**src/rtl/nark_pipeline_control.sv**
```systemverilog
// nark_pipeline_control: stage-aligned control for the NARK pipeline.
// Decodes the instruction in D, carries its controls through E/M/W, and
// evaluates conditional execution in E against the flag register. After a
// taken PC write it annuls the younger wrong-path instructions.
module nark_pipeline_control #(
  parameter int BITS   = 24,
  parameter int SQUASH = 3
) (
  input  logic            CLK,
  input  logic            RST,
  input  logic [BITS-1:0] Instr,
  input  logic [3:0]      ALUFlags,
  output logic            ImmSrc,
  output logic            ALUSrc,
  output logic [1:0]      ALUControl,
  output logic            MemWrite,
  output logic            RegWrite,
  output logic            MentoReg,
  output logic            PCSrc
);

  localparam int CW = (SQUASH > 1) ? $clog2(SQUASH) : 1;

  typedef enum logic [1:0] {
    OP_DP  = 2'b00,
    OP_MEM = 2'b01,
    OP_BR  = 2'b10,
    OP_NOP = 2'b11
  } op_e;

  typedef enum logic [3:0] {
    COND_EQ = 4'b0000, COND_NE = 4'b0001, COND_CS = 4'b0010, COND_CC = 4'b0011,
    COND_MI = 4'b0100, COND_PL = 4'b0101, COND_VS = 4'b0110, COND_VC = 4'b0111,
    COND_HI = 4'b1000, COND_LS = 4'b1001, COND_GE = 4'b1010, COND_LT = 4'b1011,
    COND_GT = 4'b1100, COND_LE = 4'b1101, COND_AL = 4'b1110, COND_NV = 4'b1111
  } cond_e;

  typedef struct packed {
    logic       valid;
    cond_e      cond;
    logic       alusrc;
    logic [1:0] aluctl;
    logic       flagw;
    logic       regw;
    logic       memw;
    logic       memtoreg;
    logic       pcw;
  } de_t;

  typedef struct packed {
    logic regw;
    logic memw;
    logic memtoreg;
    logic pcw;
  } em_t;

  typedef struct packed {
    logic regw;
    logic memtoreg;
    logic pcw;
  } mw_t;

  op_e        op;
  cond_e      cond;
  logic       i_l;
  logic       s_bit;
  logic [1:0] cmd;
  logic [3:0] rd;
  logic       dec_alusrc;
  logic [1:0] dec_aluctl;
  logic       dec_flagw;
  logic       dec_regw;
  logic       dec_memw;
  logic       dec_memtoreg;
  logic       dec_pcw;

  de_t           de_q, de_d;
  em_t           em_q, em_d;
  mw_t           mw_q, mw_d;
  logic [3:0]    f_q, f_d;
  logic [CW-1:0] sq_cnt_q, sq_cnt_d;
  logic          cond_true;
  logic          cond_ex;
  logic          take;

  // Low instruction bits carry operands for the datapath, not control.
  logic instr_unused;
  assign instr_unused = ^Instr[BITS-15:0];

  // Decode the instruction currently in D.
  always_comb begin
    cond         = cond_e'(Instr[BITS-1:BITS-4]);
    op           = op_e'(Instr[BITS-5:BITS-6]);
    i_l          = Instr[BITS-7];
    cmd          = Instr[BITS-8:BITS-9];
    s_bit        = Instr[BITS-10];
    rd           = Instr[BITS-11:BITS-14];
    dec_alusrc   = 1'b0;
    dec_aluctl   = 2'b00;
    dec_flagw    = 1'b0;
    dec_regw     = 1'b0;
    dec_memw     = 1'b0;
    dec_memtoreg = 1'b0;
    dec_pcw      = 1'b0;
    unique case (op)
      OP_DP: begin
        dec_alusrc = i_l;
        dec_aluctl = cmd;
        dec_regw   = 1'b1;
        dec_flagw  = s_bit;
        dec_pcw    = (rd == 4'hF);
      end
      OP_MEM: begin
        dec_alusrc   = 1'b1;
        dec_regw     = i_l;
        dec_memw     = ~i_l;
        dec_memtoreg = i_l;
        dec_pcw      = i_l & (rd == 4'hF);
      end
      OP_BR: begin
        dec_alusrc = 1'b1;
        dec_pcw    = 1'b1;
      end
      default: ;
    endcase
    ImmSrc = (op == OP_BR);
  end

  // Evaluate the condition in E, gate writes, update flags and the squash window.
  always_comb begin
    unique case (de_q.cond)
      COND_EQ: cond_true = f_q[2];
      COND_NE: cond_true = ~f_q[2];
      COND_CS: cond_true = f_q[1];
      COND_CC: cond_true = ~f_q[1];
      COND_MI: cond_true = f_q[3];
      COND_PL: cond_true = ~f_q[3];
      COND_VS: cond_true = f_q[0];
      COND_VC: cond_true = ~f_q[0];
      COND_HI: cond_true = f_q[1] & ~f_q[2];
      COND_LS: cond_true = ~f_q[1] | f_q[2];
      COND_GE: cond_true = (f_q[3] == f_q[0]);
      COND_LT: cond_true = (f_q[3] != f_q[0]);
      COND_GT: cond_true = ~f_q[2] & (f_q[3] == f_q[0]);
      COND_LE: cond_true = f_q[2] | (f_q[3] != f_q[0]);
      COND_AL: cond_true = 1'b1;
      default: cond_true = 1'b0;
    endcase
    cond_ex = de_q.valid & cond_true;
    take    = cond_ex & de_q.pcw;

    f_d = (cond_ex & de_q.flagw) ? ALUFlags : f_q;

    em_d.regw     = de_q.regw & cond_ex;
    em_d.memw     = de_q.memw & cond_ex;
    em_d.memtoreg = de_q.memtoreg;
    em_d.pcw      = de_q.pcw & cond_ex;

    mw_d.regw     = em_q.regw;
    mw_d.memtoreg = em_q.memtoreg;
    mw_d.pcw      = em_q.pcw;

    // The instruction in D during the taken cycle is dropped directly; the
    // counter then covers the remaining SQUASH-1 slots.
    sq_cnt_d = sq_cnt_q;
    if (take) begin
      sq_cnt_d = CW'(SQUASH - 1);
    end else if (sq_cnt_q != '0) begin
      sq_cnt_d = sq_cnt_q - CW'(1);
    end

    de_d.valid    = ~take & (sq_cnt_q == '0);
    de_d.cond     = cond;
    de_d.alusrc   = dec_alusrc;
    de_d.aluctl   = dec_aluctl;
    de_d.flagw    = dec_flagw;
    de_d.regw     = dec_regw;
    de_d.memw     = dec_memw;
    de_d.memtoreg = dec_memtoreg;
    de_d.pcw      = dec_pcw;
  end

  // Pipeline registers, flag register and squash counter.
  always_ff @(posedge CLK or posedge RST) begin
    if (RST) begin
      de_q     <= '0;
      em_q     <= '0;
      mw_q     <= '0;
      f_q      <= '0;
      sq_cnt_q <= '0;
    end else begin
      de_q     <= de_d;
      em_q     <= em_d;
      mw_q     <= mw_d;
      f_q      <= f_d;
      sq_cnt_q <= sq_cnt_d;
    end
  end

  assign ALUSrc     = de_q.alusrc;
  assign ALUControl = de_q.aluctl;
  assign MemWrite   = em_q.memw;
  assign RegWrite   = mw_q.regw;
  assign MentoReg   = mw_q.memtoreg;
  assign PCSrc      = mw_q.pcw;

endmodule

```
**config.mk**
```make
export PLATFORM = sky130hd
export DESIGN_NAME = nark_pipeline_control
export DESIGN_NICKNAME = d
export VERILOG_FILES = /design/src/rtl/nark_pipeline_control.sv
export SDC_FILE = /design/constraint.sdc
export NUM_CORES = 1
export LEC_CHECK = 0
export ABC_AREA = 1
export CAP_MARGIN = 15
export CORE_ASPECT_RATIO = 1.75
export CORE_MARGIN = 10
export CORE_UTILIZATION = 41
export CTS_CLUSTER_SIZE = 14
export DETAILED_ROUTE_END_ITERATION = 10
export PLACE_DENSITY = 0.83
export SLEW_MARGIN = 20
export SYNTH_ARGS = -nofsm -noshare
export SYNTH_HDL_FRONTEND = slang
export SYNTH_SLANG_ARGS = --single-unit
```
**constraint.sdc**
```tcl
create_clock -name CLK -period 1.2 [get_ports CLK]
set_input_delay 0.24 -clock CLK [delete_from_list [all_inputs] [get_ports CLK]]
set_output_delay 0.24 -clock CLK [all_outputs]
set_load 0.01 [all_outputs]
```
==> impl_metrics.env <==
export IMPL_synth_cell_types=20
export IMPL_status="finished, violations left"
export IMPL_wirelength_um=2689
export IMPL_yosysTopAreaCellShare_pct=53.94
export IMPL_slowest_delay_ps=490
export IMPL_vias=988
export IMPL_finalCritPeriodShare_pct=118.0
export IMPL_crit_path_top_delay_cell="dfrtp_2"
export IMPL_power_switching_w=0.0009603
export IMPL_detail_route_antenna_nets=0
export IMPL_slew_headroom_pct=79.74
export IMPL_clkPwrFrac_pct=20.0
export IMPL_crit_chain="nor2_4 > nand2_2 > a21oi_4 > nor2_4 > nand3_4 > nand3_4 > nand2_2 > inv_2"
export IMPL_initial_core_util_pct=42.13
export IMPL_wl_per_cell_um=13.45
export IMPL_cts_buffers=3
export IMPL_crit_type="reg2reg"
export IMPL_grt_pass1_vias=1090
export IMPL_maxCapViolCount=0
export IMPL_clock_latency_ps=270
export IMPL_power_leakage_nw=0.8962
export IMPL_peakVddDrop_mv=0.9356
export IMPL_synth_area_um2=1206
export IMPL_grt_max_degree=27
export IMPL_drtIter0Drc=27
export IMPL_synth_seq_area_share_pct=53.94
export IMPL_violations="setup timing"
export IMPL_rsz0062_at_grt="yes"
export IMPL_die_width_um=61
export IMPL_fin_util_pct=59.44
export IMPL_cts_root_buf="clkbuf_8"
export IMPL_crit_path_start_kind="register"
export IMPL_power_density_nw_per_um2=1595
export IMPL_p_sw_share_pct=35.39
export IMPL_total_power_w=0.002714
export IMPL_crit_fanout=7
export IMPL_ys_seq_elements=26
export IMPL_num_antenna_cells=0
export IMPL_syn_instance_count=136
export IMPL_hp_class="in2async"
export IMPL_io_pins=38
export IMPL_placed_cell_area_um2=1549
export IMPL_vias_per_cell=4.940
export IMPL_htree_levels=1
export IMPL_drc=0
export IMPL_p_seq_share_pct=45.1
export IMPL_setup_viol=10
export IMPL_critPathArrivalTime_ps=1590
export IMPL_whs_ps=293.9
export IMPL_die_h_um=91.75
export IMPL_combPwrFrac_pct=34.9
export IMPL_synth_area_leaders="dfrtp_1 54%, nand2_1 12%, inv_1 7.5%, ha_1 5.2%, nand3_1 4.1%"
export IMPL_max_freq_mhz=706.2
export IMPL_p_int_w=0.001753
export IMPL_antenna_found_initial=0
export IMPL_yosys_area_top_type="dfrtp_1"
export IMPL_worstMarginPinSlew_ps=303.8
export IMPL_yosysWarnings=0
export IMPL_cts_tree="done"
export IMPL_setup_ws_ps=-216.0
export IMPL_syn_avg_cell_area_um2=8.869
export IMPL_grt_total_usage_pct=10.75
export IMPL_fin_area_um2=1702
export IMPL_cts_sinks=26
export IMPL_placed_cells=194
export IMPL_fin_crit_ps=1416
export IMPL_drive_gt1_share_pct=29.65
export IMPL_hold_viol=0
export IMPL_syn_to_final_growth_pct=41.08
export IMPL_fp_dieArea_um2=5597
export IMPL_maxSlewViolCount=0
export IMPL_clockBufferDepth=2
export IMPL_fin_worst_skew_ps=4.182
export IMPL_instances_no_fill=200
export IMPL_nets=208
export IMPL_clk_pin_slew_ps=80
export IMPL_io_buffers=27
export IMPL_end_kind="register"
export IMPL_grt_overflow_total=0
export IMPL_core_area_um2=2863
export IMPL_hpwlAfterDp_um=2149
export IMPL_crit_required_ps=1370
export IMPL_gp_congestion=0.7906
export IMPL_syn_nets=171
export IMPL_drt_pass1_iterations=4
export IMPL_grt_pass1_wl_um=4650
export IMPL_rows=26
Yosys cell counts:
| cell | instances |
|---|---|
| dfrtp_1 | 26 |
| clkinv_1 | 1 |
| nand3_2 | 1 |
| nand3_1 | 10 |
| nor2_2 | 2 |
| xnor2_1 | 1 |
| a21oi_2 | 1 |
| a21oi_1 | 4 |
| buf_4 | 2 |
| ha_1 | 5 |
| buf_2 | 1 |
| nand4_1 | 5 |
| inv_2 | 1 |
| or2_2 | 1 |
| nand2_1 | 37 |
| nand3_4 | 2 |
| nor2_1 | 9 |
| nand2_2 | 2 |
| nand3b_1 | 1 |
| inv_1 | 24 |
power groups by stage:
stage	clock network (W)	registers, W	logic [W]
finish	0.000543	0.00122	0.000948
global route	0.000604	0.00124	0.00107
CTS	0.000560	0.00121	0.000897
detailed placement	0	0.00121	0.000792
global placement	0	0.00120	0.000732
floorplan	0	0.00117	0.000556
registers in the layout (all words and copies together), names as in the netlist:
name        cells
MemWrite        1
ALUControl      2
de_q           10
ALUSrc          1
f_q             4
em_q            3
PCSrc           1
RegWrite        1
sq_cnt_q        2
MentoReg        1
cell families after synthesis:
| kind of cell | after synthesis | share of synthesized area [%] |
|---|---|---|
| compound gates | 5 | 2.386 |
| simple gates | 70 | 28.01 |
| buf+inv | 29 | 9.750 |
| fa+ha+maj | 5 | 5.187 |
| flops | 26 | 53.94 |
| xor+xnor | 1 | 0.7263 |
per-stage QoR:
step | setup TNS (ps) | worst slack, ps
2_1_floorplan | -251.3 | -46.73
3_3_place_gp | -3524 | -487.8
3_5_place_dp | -4924 | -533.4
4_1_cts | -1746 | -196.5
5_1_grt | -2763 | -303.9
6_report | -1831 | -216.0
worst max-delay path: cells and delay by family (launching register included):
kind / cells / cell delay [ps]
buf+inv: 1 / 30
simple gates: 6 / 620
compound gates: 1 / 170
flops: 1 / 490
placed cells by master (no fill, tap or decap), drive strengths merged:
cell / n
nand4: 5
clkdlybuf4s15: 1
dfrtp: 26
clkdlybuf4s50: 17
dlygate4sd2: 8
nor2: 11
nand3b: 1
xnor2: 1
nand3: 13
ha: 5
or2: 1
nand2: 39
a21oi: 5
inv: 26
clkbuf: 4
buf: 9
per-layer routing:
metal	vias to the layer above	track usage, %	share of wire [%]
li1	482	-	-
met1	468	9.750	34
met3	9	3.729	5.0
met2	29	19.37	57
met5	-	0	0
met4	0	5.699	3.2
layout make-up:
type / instances / area [um2]
clock buffers: 4 / 55.05
fillers: 267 / 1161
inverters: 26 / 100.1
multi-input cells: 81 / 526.8
flip-flops and latches: 26 / 656.9
well taps: 28 / 35.03
repair buffers: 35 / 327.8
path summary, 6_finish.rpt:
kind / start / endpoint / slack (ps) / cells after the start
setup / recovery: de_q[11] / de_q[12] / -220 / 8
hold / removal: RST / em_q[3] / 290 / 3
setup reg to reg: de_q[11] / de_q[12] / -220 / 8
hold reg to reg: em_q[0] / PCSrc / 350 / 0
max in group asynchronous: RST / de_q[9] / 750 / 3
min in group CLK: em_q[0] / PCSrc / 350 / 0
what timing repair did:
item,in CTS,in global routing
gates cloned,0,0
buffers inserted,1,1
hold buffers,0,0
gates resized for setup,36,14
setup endpoints to repair,21,11
pin swaps,6,6
Note: power is estimated with default switching activity, not from simulation.
